**config.mk**
```make
export PLATFORM = sky130hd
export DESIGN_NAME = sample_chk_lfsr
export DESIGN_NICKNAME = d
export VERILOG_FILES = /design/src/rtl/sample_chk_pkg.sv /design/src/rtl/sample_chk_lfsr.sv
export SDC_FILE = /design/constraint.sdc
export NUM_CORES = 1
export LEC_CHECK = 0
export ABC_AREA = 0
export CAP_MARGIN = 20
export CORE_ASPECT_RATIO = 1.25
export CORE_MARGIN = 3
export CORE_UTILIZATION = 41
export DETAILED_ROUTE_END_ITERATION = 6
export GPL_ROUTABILITY_DRIVEN = 1
export PLACE_DENSITY_LB_ADDON = 0.08
export SYNTH_ARGS = -nofsm -noshare
export SYNTH_HDL_FRONTEND = slang
export SYNTH_SLANG_ARGS = --single-unit
```
**constraint.sdc**
```tcl
create_clock -name clk -period 1.32 [get_ports clk]
set_clock_uncertainty 0.05 [all_clocks]
set_input_delay 0.132 -clock clk [delete_from_list [all_inputs] [get_ports clk]]
set_output_delay 0.132 -clock clk [all_outputs]
set_load 0.01 [all_outputs]
```
**src/rtl/sample_chk_pkg.sv**
```systemverilog
// Shared types and helpers for the sample-path pattern checker:
// FSM state enum, LFSR tap masks and the expected-triple function.
package sample_chk_pkg;

  typedef enum logic [1:0] {
    IDLE  = 2'd0,
    RUN   = 2'd1,
    DRAIN = 2'd2,
    DONE  = 2'd3
  } state_t;

  // x^16 + x^14 + x^13 + x^11 + 1, bit (e-1) set for each exponent e
  localparam logic [15:0] LFSR_TAPS_16 = 16'hB400;

  // Maximal-length tap masks for the widths we expect to see; anything
  // else falls back to the 16-bit mask truncated/extended to the width.
  function automatic logic [63:0] lfsr_taps(input int w);
    case (w)
      4:       return 64'h0000_0000_0000_000C;
      8:       return 64'h0000_0000_0000_00B8;
      16:      return {48'd0, LFSR_TAPS_16};
      32:      return 64'h0000_0000_8020_0003;
      default: return {48'd0, LFSR_TAPS_16};
    endcase
  endfunction

  // One Fibonacci step toward the MSB; callers zero-extend to 64 bits
  // and keep the low bits they care about.
  function automatic logic [63:0] lfsr_step(input logic [63:0] q,
                                            input logic [63:0] taps);
    return {q[62:0], ^(q & taps)};
  endfunction

  // What the registered-inverter path should report for input {a, b}:
  // {a_inv1, a_inv2, b_inv1}
  function automatic logic [2:0] exp_triple(input logic a, input logic b);
    return {a, ~a, ~b};
  endfunction

endpackage

```
**src/rtl/sample_chk_lfsr.sv**
```systemverilog
// Loadable Fibonacci LFSR with parallel output; holds SEED out of reset.
module sample_chk_lfsr
  import sample_chk_pkg::*;
#(
  parameter int unsigned  W    = 16,
  parameter logic [W-1:0] SEED = W'(16'hACE1),
  parameter logic [W-1:0] TAPS = W'(LFSR_TAPS_16)
) (
  input  logic         clk,
  input  logic         rst,
  input  logic         load,
  input  logic         advance,
  output logic [W-1:0] q
);

  // Load has priority so a restart always begins from SEED.
  always_ff @(posedge clk or posedge rst) begin
    if (rst)          q <= SEED;
    else if (load)    q <= SEED;
    else if (advance) q <= W'(lfsr_step(64'(q), 64'(TAPS)));
  end

endmodule

```
==> impl_metrics.toml, run 1 <==
[yosys]
yosysUniqueCellTypes = 12
ys_seq_area_share_pct = 59.21
synthTopCellsByArea = "dfstp_2 30%, dfrtp_1 29%, mux2i_1 22%, nor2_1 4.3%, nand2_1 3.8%"
synthXorXnorAreaFrac_pct = 3.791
synth_top_family_by_area = "multiplexers"
synth_top_area_share_pct = 30.32
synthMuxAreaShare_pct = 21.66
synth_compound_area_share_pct = 0.9025
synth_fa_ha_area_share_pct = 0
yosysTopAreaCell = "dfstp_2"
syn_area_per_cell_um2 = 12.38
synth-seq-cells = 16
syn_area_um2 = 693.2
syn_inst = 56
ys_warn_count = 0
syn_nets = 60
synthSimpleGateAreaFrac_pct = 8.845

[routing]
routed_wl_um = 1262
firstDrtPassIters = 2
avgViaCountPerCell = 4.737
dr_total_vias = 469
routedWlPerCell_um = 12.75
ant_nets = 0
drcViolationCount = 0
drtIter0Drc = 3

[setup_path]
path_cells = "dlygate4sd2_1"
crit_family = "flip-flops"
cp.arrival_ns = 1.10
crit_path_end = "q[7]"
critPathRequiredTime_ns = 1.14
end_kind = "output port"
r2r_cells = 4
cp_max_fo = 3
r2r_end = "q[0]"
cp_slowest_cell = "dfstp_2"
startpoint_type = "flip-flop"
r2r_setup_slack_ns = 0.18
timing.critical_path.from = "q[7]"
cpPeakStageDelay_ns = 0.55
crit_type = "flip-flop to output port"
reg2reg_from = "q[10]"
cp_num_cells = 1
critical_path_buf_inv_count = 1

[pwr]
powerDensity_nw_per_um2 = 1144
p_leak_nw = 0.4754
total_power_w = 0.001067
vdd_drop_max_v = 0.0007795

[finish]
diodes = 0
largest_reg_flops = 16
multi_input_area_um2 = 244.0
nets = 86
drive_above_1_share_pct = 24.69
fillCellCount = 152
reg_top3 = "q (16)"
layout_common_cells = "15 x mux2i_1, 11 x dlygate4sd2_1, 8 x nor2_1, 8 x dfstp_2, 8 x dfrtp_1"
syn2layout_area_growth_pct = 34.48
registers.top_by_ff_count = "q"
final_common_cell = "mux2i_1"
seq_area_um2 = 410.4

[cts]
htree_levels = 1
ctsRootBufferMaster = "clkbuf_4"
clk_latency_ns = 0.29
cts_tree = "done"
clk_pin_slew_ns = 0.09
holdBufCountCts = 0
cts.sinks = 16
cts_made_buffers = 3
clockBufferDepth = 2

[worst_hold_path]
hold_path_class = "primary input to async pin"

[sta]
fin_crit_sh_pct = 96.79
worstMarginPinSlew_ns = 0.2590
maxSlewViolCount = 0
fin_crit_ns = 1.278
hold_violations = 0
relSlewSlack_pct = 82.72
grt_setup_unrepaired = "no"
setup_viol = 0
max_freq_mhz = 782.7
setup_tns_ns = 0

[global_route]
grt_usage_pct = 13.72
use_met2_pct = 19.75
grtUsageMet1_pct = 18.10
grt_start_max_net_pins = 18
met3_usage_pct = 4.152
grt_pass1_wl_um = 2228
antenna_found_initial = 0
overflow = 0
grt_busiest_layer = "met2"
first_global_vias = 472

[run_status]
status = "complete, no violations"

[place]
port_buffers = 19
gp_congestion = 0.6394

[floorplanning]
core_area_um2 = 1582
die_area_um2 = 2223
ios = 20
start_util_pct = 43.83
die-width_um = 42.78
row_count = 16
die_y_um = 51.97

[job]
maxCapViolCount = 0
metrics by stage:
| stage | hold slack (ns) | utilization (%) | std cells | setup WS, ns | instance area [um2] |
|---|---|---|---|---|---|
| 3_3_place_gp | 0.4020 | 57.99 | 94 | 0.06595 | 917.1 |
| 5_1_grt | 0.09791 | 58.94 | 99 | 0.001692 | 932.1 |
| 2_1_floorplan | -0.009986 | - | 56 | 0.2729 | 693.2 |
| 3_5_place_dp | 0.4077 | 57.99 | 94 | 0.06119 | 917.1 |
| 4_1_cts | 0.08583 | 59.49 | 99 | 0.003639 | 940.9 |
| 6_report | 0.08401 | 58.94 | 99 | 0.04241 | 932.1 |
per-layer routing:
| layer | up-vias | wire length [um] |
|---|---|---|
| met4 | 0 | 27 |
| met3 | 4 | 73 |
| met2 | 15 | 583 |
| li1 | 232 | - |
| met1 | 218 | 576 |
| met5 | - | 0 |
how the worst min path moves through the flow:
| stage | end | slack, ns |
|---|---|---|
| CTS | q[9] | 0.09 |
| global placement | q[9] | 0.40 |
| finish | q[9] | 0.08 |
| global route | q[9] | 0.1 |
| detailed placement | q[8] | 0.41 |
| floorplan | q[12] | -0.01 |
Yosys cell counts:
master / instances
mux2i_1: 15
dfrtp_1: 8
dfstp_2: 8
nor2_1: 8
nand2_1: 7
xnor2_1: 3
inv_1: 2
a31oi_1: 1
buf_6: 1
buf_8: 1
clkbuf_2: 1
nor3_1: 1
timing repair:
action,in CTS,in global routing
resized for setup,16,8
setup buffers,1,0
setup endpoints to repair,16,5
layout make-up:
class	count	area share, %
clock buffers	4	3.893
inverters	2	0.8054
multi-input cells	35	26.17
flip-flops and latches	16	44.03
well taps	18	2.416
repair buffers	24	22.68
where the power goes:
part / internal (W) / leakage [nW] / total (W) / switching, W
clock network: 0.000168 / 0.0210 / 0.000319 / 0.000151
logic: 0.0000968 / 0.264 / 0.000186 / 0.0000888
registers: 0.000537 / 0.190 / 0.000562 / 0.0000248
total: 0.000802 / 0.475 / 0.00107 / 0.000265
cells by family (layout without fill, tap and decap cells):
| logic type | count (synthesis) | in the layout |
|---|---|---|
| mux | 15 | 15 |
| compound gates | 1 | 1 |
| flops | 16 | 16 |
| xor+xnor | 3 | 3 |
| buf+inv | 5 | 30 |
| simple gates | 16 | 16 |
Note: power is estimated with default switching activity, not from simulation.
==> run 2, diff against run 1 <==
--- a/config.mk
+++ b/config.mk
@@ -7,12 +7,13 @@
 export LEC_CHECK = 0
 export ABC_AREA = 0
 export CAP_MARGIN = 20
-export CORE_ASPECT_RATIO = 1.25
 export CORE_MARGIN = 3
-export CORE_UTILIZATION = 41
+export CORE_UTILIZATION = 44
 export DETAILED_ROUTE_END_ITERATION = 6
 export GPL_ROUTABILITY_DRIVEN = 1
 export PLACE_DENSITY_LB_ADDON = 0.08
+export RECOVER_POWER = 50
+export SETUP_SLACK_MARGIN = 0.02
 export SYNTH_ARGS = -nofsm -noshare
 export SYNTH_HDL_FRONTEND = slang
 export SYNTH_SLANG_ARGS = --single-unit
==> run 2 against run 1 <==
Net effect:
- wire length shrank 0.87%
- cell area decreased by 0.13%
- first-iteration DRC count grew to 2.7 times the previous value
- count of clock-buffer cells in the layout unchanged
- die area down 6.1%
- worst setup slack better by 0.025 ns
- critical endpoint is now q[10]
- register-to-register slack about the same
- critical path depth stayed put
- global-route usage increased by 1.4 points
==> impl_metrics.toml, run 2 (synthesized netlist as in run 1, its figures left out) <==
[run_status]
status = "complete, no violations"

[place]
port_buffers = 19
gp_congestion = 0.6876
placed_area_um2 = 935.9
post-place-cells = 94
dp_slack_ns = 0.05978
dpl.hpwl_um = 892.1

[setup_path]
r2r_end = "q[0]"
reg2reg_from = "q[10]"
crit_type = "flip-flop to output port"
r2r_setup_slack_ns = 0.18
cp.arrival_ns = 1.07
critPathRequiredTime_ns = 1.14
cpPeakStageDelay_ns = 0.53
startpoint_type = "flip-flop"
cp_max_fo = 2
path_cells = "dlygate4sd2_1"
critical_path_buf_inv_count = 1
crit_family = "flip-flops"
r2r_cells = 4
cp_slowest_cell = "dfstp_2"
end_kind = "output port"

[cts]
ctsRootBufferMaster = "clkbuf_4"
cts_tree = "done"
clockBufferDepth = 2
cts.sinks = 16
htree_levels = 1
clk_pin_slew_ns = 0.09
cts_made_buffers = 3
clk_latency_ns = 0.27
holdBufCountCts = 0

[sta]
relSlewSlack_pct = 44.49
max_freq_mhz = 798.6
fin_crit_ns = 1.252
worstMarginPinSlew_ns = 0.8327
setup_tns_ns = 0
setup_ws_ns = 0.06779
hold_violations = 0
setup_viol = 0
grt_setup_unrepaired = "no"
maxSlewViolCount = 0
fin_crit_sh_pct = 94.86

[pwr]
p_int_w = 0.0007518
p_clk_share_pct = 25.2
switchingPower_w = 0.0002496
pwr-share-comb_pct = 19.0
switching_share_pct = 24.93
p_seq_share_pct = 55.8
powerDensity_nw_per_um2 = 1076
p_leak_nw = 0.4736
vdd_drop_max_v = 0.0007789

[job]
maxCapViolCount = 0

[finish]
largest_reg_flops = 16
layout_common_cells = "15 x mux2i_1, 10 x dlygate4sd2_1, 8 x nor2_1, 8 x dfstp_2, 8 x dfrtp_1"
diodes = 0
layout.cells.non_filler = 98
syn2layout_area_growth_pct = 34.30
final_common_cell = "mux2i_1"
registers.top_by_ff_count = "q"
design_area_um2 = 930.9
final_util_pct = 67.33
reg_top3 = "q (16)"
drive_above_1_share_pct = 20.48
nets = 88

[global_route]
grt_start_max_net_pins = 18
antenna_found_initial = 0
overflow = 0
first_global_vias = 484
grt_usage_pct = 15.09
grt_pass1_wl_um = 2256

[routing]
dr_total_vias = 491
routed_wl_um = 1251
drcViolationCount = 0
routedWlPerCell_um = 12.77
drt-met1-wl_um = 625
firstDrtPassIters = 4
avgViaCountPerCell = 5.010
highest_layer = "met4"
dr_wl_met3_um = 69
wl_met2_um = 544
ant_nets = 0
drtIter0Drc = 8

[floorplanning]
ios = 20
die_area_um2 = 2088
die-width_um = 45.69
start_util_pct = 50.14
core_area_um2 = 1383
row_count = 13
die_y_um = 45.69

[worst_hold_path]
hold_path_class = "primary input to async pin"
-- run 2: power groups by stage --
stage          registers (W)  clock network (W)  logic (W)
2_1_floorplan       0.000587                  0  0.0000932
3_3_place_gp        0.000568                  0   0.000219
3_5_place_dp        0.000569                  0   0.000220
4_1_cts             0.000559           0.000267   0.000198
5_1_grt             0.000566           0.000292   0.000211
6_report            0.000559           0.000252   0.000191
-- run 2: worst max-delay path by stage --
stage	slack, ns	startpoint	depth (start not counted)	endpoint
6_report	0.07	q[10]	1	q[10]
2_1_floorplan	0.27	q[13]	3	q[0]
3_5_place_dp	0.06	advance	4	q[2]
4_1_cts	0.03	q[15]	1	q[15]
3_3_place_gp	0.07	q[15]	1	q[15]
5_1_grt	0.02	q[5]	1	q[5]
-- run 2: final cells by class --
type                            instances  area, um2
Clock buffer                            4      26.28
Fill cell                             115      451.7
Tap cell                               15      18.77
Timing Repair Buffer                   26      224.0
Inverter                                2      7.507
Multi-Input combinational cell         35      244.0
Sequential cell                        16      410.4
-- run 2: what timing repair did --
| item | CTS | global route |
|---|---|---|
| endpoints found under the setup margin | 16 | 6 |
| buffers inserted | 0 | 0 |
| resized for setup | 16 | 6 |
-- run 2: metal layers --
metal / track usage (%) / vias up
li1: - / 239
met1: 22.47 / 233
met2: 21.45 / 17
met3: 2.372 / 2
met4: 6.818 / 0
met5: 0 / -
-- run 2: metrics by stage --
stage	power [W]	hold slack (ns)
3_5_place_dp	0.0007890	0.4029
5_1_grt	0.001070	0.5429
2_1_floorplan	0.0006807	-0.009986
3_3_place_gp	0.0007863	0.3982
4_1_cts	0.001024	0.09897
6_report	0.001001	0.4653
